File: src/rtl/pcla_sub16.sv
// Pipelined parallel-prefix (kill/propagate/generate) subtractor, diff = a - b.
// One prefix level per pipeline stage, with a valid/ready handshake so the
// pipeline streams one operation per cycle and freezes as a whole under backpressure.
module pcla_sub16 #(
    parameter int WIDTH = 16
) (
    input  logic             clk,
    input  logic             reset,
    input  logic             in_valid,
    output logic             in_ready,
    input  logic [WIDTH-1:0] a,
    input  logic [WIDTH-1:0] b,
    output logic             out_valid,
    input  logic             out_ready,
    output logic [WIDTH-1:0] diff,
    output logic             borrow,
    output logic             zero,
    output logic             ovf
);

    // Number of prefix levels, always log2(WIDTH).
    localparam int STAGES = $clog2(WIDTH);
    localparam int MSB    = WIDTH - 1;

    // kpg encoding: 00 kill, 01/10 propagate, 11 generate.
    typedef logic [1:0] kpg_t;
    localparam kpg_t KPG_GEN = 2'b11;

    function automatic logic is_prop(input kpg_t k);
        return k[1] ^ k[0];
    endfunction

    // Prefix position p holds the kpg of bit p-1; position 0 is the
    // carry-in seed (generate, giving the +1 of a + ~b + 1). After all
    // levels, position i is the resolved carry into bit i.
    kpg_t             kpg_in [WIDTH];

    // Stage s register holds the prefix vector after s levels.
    kpg_t             pfx_q  [STAGES][WIDTH];
    kpg_t             pfx_d  [STAGES][WIDTH];
    logic [WIDTH-1:0] a_q    [STAGES];
    logic [WIDTH-1:0] nb_q   [STAGES];
    logic [STAGES-1:0] vld_q;

    logic             advance;
    logic [WIDTH-1:0] carry;
    logic [WIDTH-1:0] diff_d;
    kpg_t             kpg_msb;
    logic             carry_out;
    logic             zero_d;
    logic             ovf_d;

    // The whole pipeline moves in lockstep: it only holds when a result is
    // waiting and the consumer does not take it.
    assign advance  = ~out_valid | out_ready;
    assign in_ready = advance;

    // Per-bit kpg of a + ~b, shifted up by one behind the carry-in seed.
    always_comb begin
        kpg_in[0] = KPG_GEN;
        for (int i = 1; i < WIDTH; i++) begin
            kpg_in[i] = {a[i-1], ~b[i-1]};
        end
    end

    // Prefix level s applied to the stage-s register: a propagating
    // position inherits the group value 2^s positions below it.
    always_comb begin
        for (int s = 0; s < STAGES; s++) begin
            for (int i = 0; i < WIDTH; i++) begin
                pfx_d[s][i] = pfx_q[s][i];
            end
            for (int i = (1 << s); i < WIDTH; i++) begin
                if (is_prop(pfx_q[s][i])) begin
                    pfx_d[s][i] = pfx_q[s][i - (1 << s)];
                end
            end
        end
    end

    // Final stage: sum bits, carry-out from the MSB, and the result flags.
    always_comb begin
        for (int i = 0; i < WIDTH; i++) begin
            carry[i] = (pfx_d[STAGES-1][i] == KPG_GEN);
        end
        diff_d    = a_q[STAGES-1] ^ nb_q[STAGES-1] ^ carry;
        kpg_msb   = {a_q[STAGES-1][MSB], nb_q[STAGES-1][MSB]};
        carry_out = is_prop(kpg_msb) ? carry[MSB] : kpg_msb[1];
        zero_d    = (diff_d == '0);
        // Operand signs differ exactly when a[MSB] equals ~b[MSB].
        ovf_d     = (a_q[STAGES-1][MSB] == nb_q[STAGES-1][MSB]) &&
                    (diff_d[MSB] != a_q[STAGES-1][MSB]);
    end

    // Pipeline registers: reset clears everything, otherwise all stages load together on advance.
    always_ff @(posedge clk) begin
        // NOTE: non-blocking assignments let every stage sample the previous
        // stage's old value on the same edge; blocking ones would collapse the pipeline.
        if (reset) begin
            vld_q     <= '0;
            out_valid <= 1'b0;
            diff      <= '0;
            borrow    <= 1'b0;
            zero      <= 1'b0;
            ovf       <= 1'b0;
            for (int s = 0; s < STAGES; s++) begin
                a_q[s]  <= '0;
                nb_q[s] <= '0;
                for (int i = 0; i < WIDTH; i++) begin
                    pfx_q[s][i] <= '0;
                end
            end
        end else if (advance) begin
            vld_q[0] <= in_valid;
            a_q[0]   <= a;
            nb_q[0]  <= ~b;
            for (int i = 0; i < WIDTH; i++) begin
                pfx_q[0][i] <= kpg_in[i];
            end
            for (int s = 1; s < STAGES; s++) begin
                vld_q[s] <= vld_q[s-1];
                a_q[s]   <= a_q[s-1];
                nb_q[s]  <= nb_q[s-1];
                for (int i = 0; i < WIDTH; i++) begin
                    pfx_q[s][i] <= pfx_d[s-1][i];
                end
            end
            out_valid <= vld_q[STAGES-1];
            diff      <= diff_d;
            borrow    <= ~carry_out;
            zero      <= zero_d;
            ovf       <= ovf_d;
        end
    end

endmodule

File: config.mk
export PLATFORM = sky130hd
export DESIGN_NAME = pcla_sub16
export DESIGN_NICKNAME = d
export VERILOG_FILES = /design/src/rtl/pcla_sub16.sv
export SDC_FILE = /design/constraint.sdc
export NUM_CORES = 1
export LEC_CHECK = 0
export CORE_ASPECT_RATIO = 0.8
export CORE_MARGIN = 3
export CORE_UTILIZATION = 35
export CTS_CLUSTER_DIAMETER = 100
export DETAILED_ROUTE_END_ITERATION = 7
export GPL_ROUTABILITY_DRIVEN = 0
export PLACE_DENSITY = 0.62
export SYNTH_ARGS = -nofsm -noshare
export SYNTH_HDL_FRONTEND = slang
export SYNTH_SLANG_ARGS = --single-unit
File: constraint.sdc
create_clock -name clk -period 9.2 [get_ports clk]
set_clock_uncertainty 0.15 [all_clocks]
set_input_delay 2.76 -clock clk [delete_from_list [all_inputs] [get_ports clk]]
set_output_delay 2.76 -clock clk [all_outputs]
set_load 0.02 [all_outputs]
==> results.py <==
metrics = {
    "logic_synthesis": {
        "seq_area_frac_synth_pct": 71.1,
        "synth_top_family_by_area": "simple AND/OR/NAND/NOR gates",
        "synth_area_leaders": "edfxtp_1, and2_1, dfxtp_1, a21oi_1, o21ai_0",
        "synth_top_area_cell": "edfxtp_1",
        "synth.cell_area_um2": 10000,
        "syn_nets": 809,
        "synth.most_common_cell": "edfxtp_1",
        "synthSimpleGateAreaFrac_pct": 13.4,
        "synthTopCellsByCount": "edfxtp_1, and2_1, a21oi_1, nand2_1, o21ai_0",
        "synthCells": 773,
        "synthAdderAreaFrac_pct": 0.212,
        "muxShareOfSynthArea_pct": 0,
        "synth_top_area_share_pct": 66.1,
        "synth-edff-count": 221,
        "ys_seq_elements": 246,
        "synth_cell_types": 32,
        "synth_compound_area_share_pct": 10.5,
        "async_reset_ff_share_pct": 0,
        "synth-main-ff-cell": "edfxtp_1",
        "synth_xor_area_share_pct": 2.94,
        "postSynthAreaPerCell_um2": 13.0,
        "ys_warn_count": 0,
    },
    "setup_path": {
        "cp_data_required_time_ns": 6.29,
        "r2r_cells": 6,
        "start_kind": "input port",
        "path_class": "input port to output port",
        "crit_fanout": 32,
        "reg2reg_from": "out_valid$_SDFFE_PP0P_",
        "r2r_end": "a_q[0][14]$_SDFFCE_PN0P_",
        "cp.arrival_ns": 4.36,
        "r2r_setup_slack_ns": 6.34,
        "cp-end-kind": "output port",
    },
    "power": {
        "comb_power_share_pct": 3.8,
        "peakVddDrop_mv": 0.121,
        "power_switching_mw": 0.478,
        "p_leak_nw": 4.33,
        "seq_power_share_pct": 54.4,
        "p_clk_share_pct": 41.9,
        "p_per_area_nw_per_um2": 200,
        "internal_power_mw": 1.87,
        "swShare_pct": 20.4,
    },
    "grt": {
        "grt_util_all_layers_pct": 11.5,
        "grt_antenna_before_repair": 0,
        "overflow": 0,
        "grt_pass1_wl_um": 28600,
        "grt_pass1_vias": 5454,
        "grt_max_degree": 125,
    },
    "drt": {
        "wl_um": 17800,
        "dr_wl_met3_um": 792,
        "first_pass_iters": 4,
        "drtIter0Drc": 369,
        "wl_per_cell_um": 14.7,
        "dr_total_vias": 5777,
        "drc": 0,
        "top_layer_used": "met4",
        "via_per_inst": 4.77,
        "m1WireLength_um": 8760,
        "ant_nets": 0,
        "routed-wl-met2_um": 7850,
    },
    "layout": {
        "area_growth_pct": 16.9,
        "fill_cells": 2569,
        "finalNonFillerCells": 1211,
        "drive_above_1_share_pct": 7.79,
        "final_nets": 865,
        "diodes": 0,
    },
    "sta": {
        "finalHoldViolCount": 0,
        "relSlewSlack_pct": 28.6,
        "fin_crit_ns": 7.27,
        "timing.hold.ws_ns": 0.300,
        "worst_pin_slew_ns": 1.07,
        "rsz0062_at_grt": "false",
        "setup_viol": 0,
        "report.final.slew_viol_count": 0,
        "fmax_mhz": 138,
        "finalCritPeriodShare_pct": 79.1,
        "final.setup.tns_ns": 0,
    },
    "clock_network": {
        "cts_root_buffer": "clkbuf_16",
        "tritoncts": "yes",
        "clk-insertion-delay-late_ns": 0.52,
        "htreeDepth": 1,
        "numClockSinks": 246,
        "cts_buffer_depth": 3,
        "clk_pin_slew_ns": 0.06,
        "post_cts_resized": 0,
        "cts_buffers": 24,
        "cts_setup_buffers": 0,
        "cts_hold_buf": 0,
    },
    "place": {
        "port-buffer-count": 56,
        "numPlacedInstances": 1167,
        "dp_hpwl_um": 11400,
    },
    "floorplan": {
        "placementRows": 54,
        "top_level_ports": 57,
        "start_util_pct": 36.1,
        "die_area_um2": 30800,
        "core-area_um2": 27800,
        "die_w_um": 195,
        "die_h_um": 157,
    },
    "worst_hold_path": {
        "whs_path_depth": 2,
        "hold_end": "vld_q[1]$_SDFFE_PP0P_",
        "min-delay-start": "vld_q[1]$_SDFFE_PP0P_",
        "hold_class": "flip-flop to flip-flop",
    },
    "status": {
        "status": "complete, no violations",
    },
    "run": {
        "max_cap_viol_count": 0,
    },
}
-- area by class of cell --
class / count / area, um2 / area share (%)
flip-flops and latches: 246 / 7140 / 60.8
inverters: 2 / 17.5 / 0.149
clock buffers: 30 / 633 / 5.40
repair buffers: 62 / 606 / 5.16
well taps: 364 / 455 / 3.88
multi-input cells: 493 / 2730 / 23.2
clock inverters: 14 / 161 / 1.38
-- how the worst max path moves through the flow --
stage / startpoint / to / slack, ns / depth (start not counted)
4_1_cts: out_ready / in_ready / 1.92 / 5
3_5_place_dp: out_ready / in_ready / 1.92 / 5
2_1_floorplan: out_ready / a_q[0][0]$_SDFFCE_PN0P_ / 1.14 / 5
6_report: out_ready / in_ready / 1.93 / 5
5_1_grt: out_ready / in_ready / 1.86 / 5
3_3_place_gp: out_ready / in_ready / 1.92 / 5
-- power groups by stage --
stage | Sequential [mW] | Clock [mW] | Combinational, mW
floorplan | 1.29 | 0 | 0.0531
global route | 1.28 | 1.05 | 0.0985
global placement | 1.30 | 0 | 0.0880
finish | 1.27 | 0.981 | 0.0880
CTS | 1.28 | 1.00 | 0.0901
detailed placement | 1.30 | 0 | 0.0897
-- worst max-delay path, stage by stage --
cell             delay (ns)
clkdlybuf4s50_1        0.48
nor2b_2                0.04
buf_4                  0.22
inv_4                  0.21
clkdlybuf4s50_1        0.64
-- sequential cells by signal, indices dropped and copies added, names as in the netlist --
register   count
vld_q          4
out_valid      1
borrow         1
pfx_q         94
zero           1
a_q           64
diff          16
nb_q          64
ovf            1
-- routing by layer --
layer	vias up	GRT usage, %
li1	2867	-
met1	2754	16.9
met2	123	17.7
met3	33	1.97
met4	0	3.29
met5	-	0
-- per-stage QoR --
step	setup WS [ns]	util [%]	cell area, um2	total power [mW]
2_1_floorplan	1.14	-	10000	1.34
3_3_place_gp	1.92	39.4	10900	1.39
3_5_place_dp	1.92	39.4	10900	1.39
4_1_cts	1.92	42.3	11700	2.37
5_1_grt	1.86	42.3	11700	2.43
6_report	1.93	42.3	11700	2.34
-- cells in the final DEF, fill, tap and decap left out, drive strengths merged, types with 7 or more instances in the layout --
cell type and count:
o21ai 83, clkinv 9, nand2 85, clkdlybuf4s50 56, edfxtp 221, and2 123, xnor2 25, clkbuf 30
a21oi 104, dfxtp 25, xor2 7, nor2 48
-- logic make-up after synthesis --
family	after synthesis
adders and majority gates	2
and+or+nand+nor	264
buffers and inverters	34
DFF	246
AOI/OAI and AO/OA	195
xor gates and xnor gates	32
No activity file was read; power rests on OpenSTA's default activity.
